--- config.mk ---
export PLATFORM = sky130hd
export DESIGN_NAME = instr_fetch_unit
export DESIGN_NICKNAME = d
export VERILOG_FILES = /design/src/rtl/instr_fetch_unit.sv
export SDC_FILE = /design/constraint.sdc
export NUM_CORES = 1
export LEC_CHECK = 0
export ABC_AREA = 1
export BUFFER_PORTS_ARGS = -buffer_cell sky130_fd_sc_hd__buf_2
export CAP_MARGIN = 10
export CORE_MARGIN = 10
export CORE_UTILIZATION = 30
export DETAILED_ROUTE_END_ITERATION = 16
export PLACE_DENSITY_LB_ADDON = 0.3
export RECOVER_POWER = 100
export SKIP_LAST_GASP = 1
export SYNTH_ARGS = -nofsm -noshare
export SYNTH_HDL_FRONTEND = slang
export SYNTH_SLANG_ARGS = --single-unit
export TNS_END_PERCENT = 10
--- constraint.sdc ---
create_clock -name clk_i -period 2.9 [get_ports clk_i]
set_input_delay 0.145 -clock clk_i [delete_from_list [all_inputs] [get_ports clk_i]]
set_output_delay 0.145 -clock clk_i [all_outputs]
set_load 0.03 [all_outputs]
--- src/rtl/instr_fetch_unit.sv ---
// Fetch stage: owns the PC, fetches over a req/ack memory port and hands one
// instruction at a time to decode. Optional misaligned-target trap: MISALIGN_CHK_EN.
module instr_fetch_unit #(
  parameter int unsigned          ADDR_W   = 32,
  parameter logic [ADDR_W-1:0]    RESET_PC = 32'h0000_0000
) (
  input  logic              clk_i,
  input  logic              rst_i,
  output logic              imem_req_o,
  output logic [ADDR_W-1:0] imem_addr_o,
  input  logic              imem_ack_i,
  input  logic [31:0]       imem_rdata_i,
  output logic [31:0]       instr_o,
  output logic [ADDR_W-1:0] pc_o,
  output logic              instr_valid_o,
  input  logic              instr_ready_i,
  input  logic              branch_i,
  input  logic              zero_i,
  input  logic              jal_i,
  input  logic              jalr_i,
  input  logic [ADDR_W-1:0] imm_i,
  input  logic [ADDR_W-1:0] rs1_data_i,
  output logic              fault_o
);

  localparam int unsigned     ST_W   = 2;
  localparam logic [31:0]     NOP    = 32'h0000_0013;
  localparam logic [ST_W-1:0] S_IDLE = 2'd0;
  localparam logic [ST_W-1:0] S_REQ  = 2'd1;
  localparam logic [ST_W-1:0] S_HOLD = 2'd2;
`ifdef MISALIGN_CHK_EN
  localparam logic [ST_W-1:0] S_FAULT = 2'd3;
`endif

  logic [ST_W-1:0]   r_state;
  logic [ST_W-1:0]   w_state_nxt;
  logic [ADDR_W-1:0] r_pc;
  logic [31:0]       r_instr;
  logic              r_req;
  logic              r_valid;
  logic              w_accept;
  logic [ADDR_W-1:0] w_target;
  logic [ADDR_W-1:0] w_pc_load;
`ifdef MISALIGN_CHK_EN
  logic              r_fault;
  logic              w_misalign;
`endif

  // Branch/jump target resolution; jalr outranks jal outranks a taken branch.
  always_comb begin
    w_target = r_pc + ADDR_W'(4);
    if (jalr_i) begin
      w_target = (rs1_data_i + imm_i) & ~ADDR_W'(1);
    end else if (jal_i || (branch_i && zero_i)) begin
      w_target = r_pc + imm_i;
    end
  end

`ifdef MISALIGN_CHK_EN
  // The misaligned target is still loaded so the faulting PC stays visible.
  assign w_misalign = |w_target[1:0];
  assign w_pc_load  = w_target;
`else
  assign w_pc_load  = w_target & ~ADDR_W'(3);
`endif

  // Next-state logic.
  always_comb begin
    w_state_nxt = r_state;
    w_accept    = 1'b0;
    case (r_state)
      S_IDLE: w_state_nxt = S_REQ;
      S_REQ: begin
        if (imem_ack_i) begin
          w_state_nxt = S_HOLD;
        end
      end
      S_HOLD: begin
        if (instr_ready_i) begin
          w_accept    = 1'b1;
          w_state_nxt = S_REQ;
`ifdef MISALIGN_CHK_EN
          if (w_misalign) begin
            w_state_nxt = S_FAULT;
          end
`endif
        end
      end
`ifdef MISALIGN_CHK_EN
      S_FAULT: w_state_nxt = S_FAULT;
`endif
      default: w_state_nxt = S_IDLE;
    endcase
  end

  // State register; outputs are registered from the next state.
  always_ff @(posedge clk_i) begin
    if (!rst_i) begin
      r_state <= S_IDLE;
      r_pc    <= RESET_PC;
      r_instr <= NOP;
      r_req   <= 1'b0;
      r_valid <= 1'b0;
`ifdef MISALIGN_CHK_EN
      r_fault <= 1'b0;
`endif
    end else begin
      r_state <= w_state_nxt;
      r_req   <= (w_state_nxt == S_REQ);
      r_valid <= (w_state_nxt == S_HOLD);
`ifdef MISALIGN_CHK_EN
      r_fault <= (w_state_nxt == S_FAULT);
`endif
      if ((r_state == S_REQ) && imem_ack_i) begin
        r_instr <= imem_rdata_i;
      end
      if (w_accept) begin
        r_pc <= w_pc_load;
      end
    end
  end

  assign imem_req_o    = r_req;
  assign imem_addr_o   = r_pc;
  assign pc_o          = r_pc;
  assign instr_o       = r_instr;
  assign instr_valid_o = r_valid;
`ifdef MISALIGN_CHK_EN
  assign fault_o       = r_fault;
`else
  assign fault_o       = 1'b0;
`endif

endmodule

==> flow_summary_export.csv, run 1 <==
group,metric,value,unit
grt,grt_use_total,0.163,
synthesis,syn_avg_cell_area,5.58,µm²
place,dp_slack,0.202,ns
cts,cts_resized,0,
sta,fin_setup_tns,0,ns
finish,final_nets,1707,
hold_path,min_path_cells,3,
place,gp_congestion,0.929,
die,fp.dieH,180,µm
die,floorplan.initialDensity,0.305,
run,drv_cap,0,
synthesis,synth_compound_area_frac,0.113,
synthesis,synth_xor_area_frac,0.0159,
routing,firstDrtPassIters,5,
die,core,0.0253,mm²
sta,layout_min_cycle_time,2.42,ns
sta,max_slew.worst_pin.slew,1.02,ns
synthesis,ys_async_sr_fraction,0,
sta,finClkSkew,0.0102,ns
sta,timing.final.crit_share,0.833,
synthesis,synth_top_family_by_area,"simple AND/OR/NAND/NOR gates",
synthesis,synth_cells,1382,
pwr,leakage,0.00523,µW
critical_path,rr_startpoint,"imem_addr_o[2]",
grt,antenna_found_initial,8,
die,die_w,180,µm
sta,fmax,0.414,GHz
synthesis,synthMuxAreaShare,0,
synthesis,synth_cell_types,43,
grt,grt_pass1_vias,8558,
sta,worst_slack,0.484,ns
synthesis,synth-main-ff-cell,"dfxtp_1",
die,pin_count,203,
synthesis,synth_warnings,0,
critical_path,worstPathArrival,2.67,ns
sta,hold_viol_final,0,
sta,setup_violations,0,
cts,clockBufferDepth,2,
synthesis,synth_top_area_share,0.212,
synthesis,synth_seq_cells,66,
cts,cts.clk_slew.worst_paths,0.07,ns
grt,grt-ovfl-total,0,
cts,cts_max_level,3,
cts,clk_latency,0.35,ns
routing,postRouteAntennaNets,0,
cts,cts_sinks,66,
synthesis,yosys.area_share.adder,0.0984,
pwr,p_per_area,380,mW/mm²
finish,syn_to_final_growth,16.9,%
finish,fillers,2976,
routing,drtIter0Drc,424,
grt,grt_pass1_wl,43600,µm
grt,grt_max_degree,37,
critical_path,critPathLaunchType,"input port",
critical_path,r2r_setup_slack,0.69,ns
die,die_area,0.0325,mm²
routing,wl_per_cell,14.6,µm
sta,slew_headroom,0.315,
pwr,ir_drop,0.332,mV
place,io_buffers,197,
routing,via_per_inst,4.56,
hold_path,worstHoldStart,"imem_rdata_i[4]",
critical_path,crit_start,"branch_i",
synthesis,yosysTopAreaCell,"nand2_1",
cts,numCtsBuffers,9,
critical_path,critical_path_required,3.15,ns
outcome,status,"finished, final reports clean",
routing,wl,27400,µm
place,dpl.hpwl,23100,µm
hold_path,min_to,"instr_o[4]",
critical_path,reg2reg_depth,12,
synthesis,synth_edf_count,0,
finish,drive_gt1_frac,0.120,
synthesis,synth-simple-area-share,0.421,
cts,cts-root-buf,"clkbuf_16",
routing,drc,0,
critical_path,cp-end-kind,"register",
critical_path,r2r-end,"imem_addr_o[30]",
sta,rsz0062_at_grt,"no",
synthesis,syn-cell-area,0.00771,mm²
synthesis,synth_area_leaders,"nand2_1, dfxtp_1, inv_1, ha_1, nor2_1",
die,core.rowCount,58,
critical_path,critical_path_class,"in2reg",
critical_path,critical_path.max_fanout,29,
synthesis,synth-seq-area-share,0.171,
sta,slew_viol_final,0,
hold_path,min_path_type,"in2reg",
cts,cts_tree,"built",
routing,vias,8564,
-- metal layers --
metal  GRT usage  up-vias  share of wire
li1            -     4552              -
met1       0.192     3721           0.43
met2       0.281      224           0.47
met3      0.0486       57          0.080
met4      0.0479       10          0.023
met5           0        -         0.0022
-- repair_timing --
item	CTS	global route
hold endpoints to repair	2	0
setup buffers	0	0
hold buffers	2	0
-- state kept, by name (all words and copies together), names as in the netlist --
register / cells
r_state: 2
imem_addr_o: 30
instr_o: 32
instr_valid_o: 1
imem_req_o: 1
-- where the power goes --
part           leakage (µW)  switching, µW  total [µW]  internal [µW]
combinational       0.00453            773        1130            360
clock              0.000160            528        1300            773
sequential         0.000539           34.6         991            956
-- cells in the final DEF (no fill, tap or decap), types with 11 or more instances in the layout --
cell type / instances
nand2_2: 23
buf_2: 103
a31oi_1: 12
o21a_1: 11
inv_1: 252
nand2_1: 440
clkbuf_1: 94
o21ai_0: 64
a21oi_1: 68
xor2_1: 13
nor2_1: 156
ha_1: 59
nand3_1: 85
dfxtp_1: 66
nor2_2: 14
-- worst max-delay path, cell delays in order --
cell	delay (ns)
buf_2	0.10
nand2_1	0.05
inv_1	0.03
or2_2	0.27
inv_1	0.10
buf_12	0.17
nor2_1	0.06
ha_1	0.39
nand2_1	0.14
nor2_1	0.26
nand3_1	0.16
nand3_1	0.22
nand2_1	0.11
nand2_1	0.08
nand2_1	0.05
nand3_1	0.06
nand3_1	0.13
nand2_1	0.08
inv_1	0.03
-- Yosys cell counts (2+ instances only) --
cell type	count
nand2_1	436
inv_1	251
nor2_1	155
nand3_1	82
a21oi_1	68
dfxtp_1	66
o21ai_0	63
ha_1	59
buf_4	40
nand2_2	27
clkbuf_1	14
nor2_2	14
xor2_1	13
a31oi_1	12
o21a_1	11
nand3b_1	7
nor3_1	7
nand4_1	6
buf_2	5
inv_2	5
nor3_2	4
o21bai_1	4
and3_1	3
nand3_2	3
nor4_2	3
or2_2	3
and2_1	2
buf_6	2
nor2_4	2
o21ai_1	2
-- stage by stage --
stage	instance area [µm²]	std cells	total power (µW)	hold WS (ns)	util
finish	9010	1880	3430	0.00841	0.357
global route	9010	1879	3640	0.0117	0.357
CTS	9160	1878	3490	0.00281	0.363
detailed placement	8810	1860	2160	0.369	0.349
global placement	8810	1860	2150	0.357	0.349
floorplan	7720	1386	1820	0.272	-
-- logic make-up (layout without fill, tap and decap cells) --
kind of cell / after synthesis / after routing
AOI/OAI and AO/OA: 162 / 162
xor gates and xnor gates: 14 / 14
adders and majority gates: 60 / 60
buffers and inverters: 320 / 482
DFF: 66 / 66
other: 1 / 7
and+or+nand+nor: 759 / 759
-- worst max-delay path by stage --
stage | cells after the start | to | slack [ns]
after floorplan | 17 | imem_addr_o[16] | 0.51
after global placement | 19 | imem_addr_o[30] | 0.25
after detailed placement | 18 | imem_addr_o[16] | 0.20
after CTS | 18 | imem_addr_o[16] | 0.58
after global routing | 19 | imem_addr_o[20] | 0.26
final | 19 | imem_addr_o[20] | 0.48
-- final cells by class --
| cell class | count | area, µm² | area share |
|---|---|---|---|
| tap | 330 | 413 | 0.0458 |
| inverter | 257 | 965 | 0.107 |
| antenna | 2 | 5.00 | 0.000555 |
| timing repair buffer | 209 | 988 | 0.110 |
| clock buffer | 9 | 225 | 0.0250 |
| sequential | 66 | 1320 | 0.147 |
| clock inverter | 7 | 108 | 0.0119 |
| multi-input combinational | 1000 | 4990 | 0.553 |
No activity file was read; power rests on OpenSTA's default activity.
==> inputs of run 2 (changes only) <==
==> constraint.sdc (replaced) <==
create_clock -name clk_i -period 2.5 [get_ports clk_i]
set_input_delay 0.125 -clock clk_i [delete_from_list [all_inputs] [get_ports clk_i]]
set_output_delay 0.125 -clock clk_i [all_outputs]
set_load 0.03 [all_outputs]
==> run 2 against run 1 <==
  * Worst hold slack worse by 0.00086 ns
  * Worst setup slack worse by 0.21 ns
  * Register-to-register slack worse by 0.34 ns
  * Clock power is 9% higher
  * Sequential cell count stayed put
  * Cell count is 2.8% higher
  * Largest power group unchanged
  * Highest routed layer unchanged
==> flow_summary_export.csv, run 2 (synthesis gave the netlist of run 1 again) <==
group,metric,value,unit
critical_path,cp-end-kind,"register",
hold_path,min_path_type,"in2reg",
cts,cts_resized,0,
routing,postRouteAntennaNets,0,
finish,layout_common_cells,"nand2_1, inv_1, nor2_1",
run,drv_cap,0,
grt,antenna_found_initial,6,
critical_path,worstPathArrival,2.46,ns
routing,wl_per_cell,14.6,µm
routing,drtIter0Drc,390,
outcome,status,"finished, final reports clean",
sta,worst_slack,0.274,ns
finish,drive_gt1_frac,0.136,
finish,final_common_cell,"nand2_1",
critical_path,critPathLaunchType,"input port",
place,dp_cells,1892,
place,placed_area,0.00905,mm²
routing,drc,0,
pwr,p_per_area,420,mW/mm²
critical_path,critical_path_class,"in2reg",
cts,cts_tree,"built",
grt,grt-ovfl-total,0,
pwr,leakage,0.00547,µW
cts,clockBufferDepth,2,
place,gp_congestion,0.898,
routing,vias,8765,
finish,syn_to_final_growth,22.5,%
grt,grt_max_degree,37,
routing,via_per_inst,4.54,
die,core,0.0253,mm²
sta,finClkSkew,0.0121,ns
die,fp.dieH,180,µm
routing,firstDrtPassIters,7,
critical_path,critical_path.max_fanout,21,
sta,layout_min_cycle_time,2.23,ns
die,pin_count,203,
die,floorplan.initialDensity,0.305,
finish,stdcell_count,1932,
grt,grt_pass1_wl,45300,µm
grt,grt_use_total,0.170,
cts,numCtsBuffers,9,
cts,cts_max_level,3,
critical_path,critical_path_required,2.73,ns
pwr,ir_drop,0.375,mV
sta,timing.final.crit_share,0.890,
cts,clk_latency,0.36,ns
sta,max_slew.worst_pin.slew,1.48,ns
sta,hold_viol_final,0,
finish,final_cell_area,0.00944,mm²
place,dp_slack,-0.0932,ns
finish,final_nets,1760,
sta,rsz0062_at_grt,"no",
pwr,total_power,3970,µW
cts,cts_sinks,66,
routing,wl,28300,µm
die,die_w,180,µm
cts,cts.clk_slew.worst_paths,0.06,ns
place,io_buffers,197,
sta,fmax,0.449,GHz
sta,setup_violations,0,
die,core.rowCount,58,
sta,slew_viol_final,0,
place,dpl.hpwl,23500,µm
finish,largest_register_ffs,32,
sta,slew_headroom,0.0152,
grt,grt_pass1_vias,8737,
cts,cts-root-buf,"clkbuf_16",
die,die_area,0.0325,mm²
-- run 2: changes by cell type in the layout (fill, tap and decap cells not counted), moves of 2 or more --
| cell | previous run | this run |
|---|---|---|
| clkbuf_1 | 94 | 97 |
| clkbuf_4 | 0 | 4 |
| inv_8 | 2 | 0 |
| buf_4 | 8 | 33 |
| dlygate4sd3_1 | 2 | 23 |
-- run 2: routing by layer --
layer,routed length (µm),track usage,part of all wire
met5,73,0,0.0026
met4,553,0.0541,0.020
met3,2080,0.0480,0.074
met2,13400,0.288,0.48
met1,12100,0.202,0.43
-- run 2: final cells by class --
type / instances / area [µm²]
Clock inverter: 6 / 70.1
Clock buffer: 10 / 239
Inverter: 257 / 965
Antenna cell: 1 / 2.50
Fill cell: 2865 / 15800
Tap cell: 330 / 413
Sequential cell: 66 / 1320
Multi-Input combinational cell: 1000 / 5000
Timing Repair Buffer: 262 / 1430
-- run 2: power by group --
group	leakage [µW]	internal, µW	total (µW)	switching, µW
sequential	0.000539	1110	1150	42.1
clock	0.000154	813	1420	609
combinational	0.00478	475	1390	919
total	0.00547	2400	3970	1570
-- run 2: worst max-delay path, stage by stage --
cell and delay [ns]:
buf_2 0.07, nand2_1 0.04, inv_1 0.04, or2_2 0.10
inv_1 0.06, buf_12 0.15, or2_2 0.29, ha_1 0.21
fa_1 0.39, nand3_1 0.09, nand3_1 0.15, nand2_1 0.09
nand2_1 0.08, nand3_1 0.08, nand2_1 0.06, or2_1 0.20
a21oi_1 0.15, a21oi_1 0.07
-- run 2: per-stage QoR --
stage / utilization / setup TNS (ns) / hold WS, ns
final: 0.374 / 0 / 0.00756
after global routing: 0.374 / 0 / 0.0158
after floorplan: - / 0 / 0.252
after detailed placement: 0.358 / -0.390 / 0.343
after global placement: 0.358 / -0.118 / 0.337
after CTS: 0.380 / 0 / 0.000265
-- run 2: final timing paths --
path | cells past startpoint | startpoint | slack [ns] | endpoint
setup / recovery | 18 | branch_i | 0.27 | imem_addr_o[16]
hold / removal | 3 | imem_rdata_i[9] | 0.008 | instr_o[9]
setup reg to reg | 6 | r_state[0] | 0.35 | instr_o[2]
hold reg to reg | 2 | instr_o[1] | 0.46 | instr_o[1]
-- run 2: repair_timing --
action                     in CTS  in global routing
setup buffers                   0                  0
setup endpoints to repair       0                  0
hold endpoints to repair       23                  0
hold buffers                   23                  0
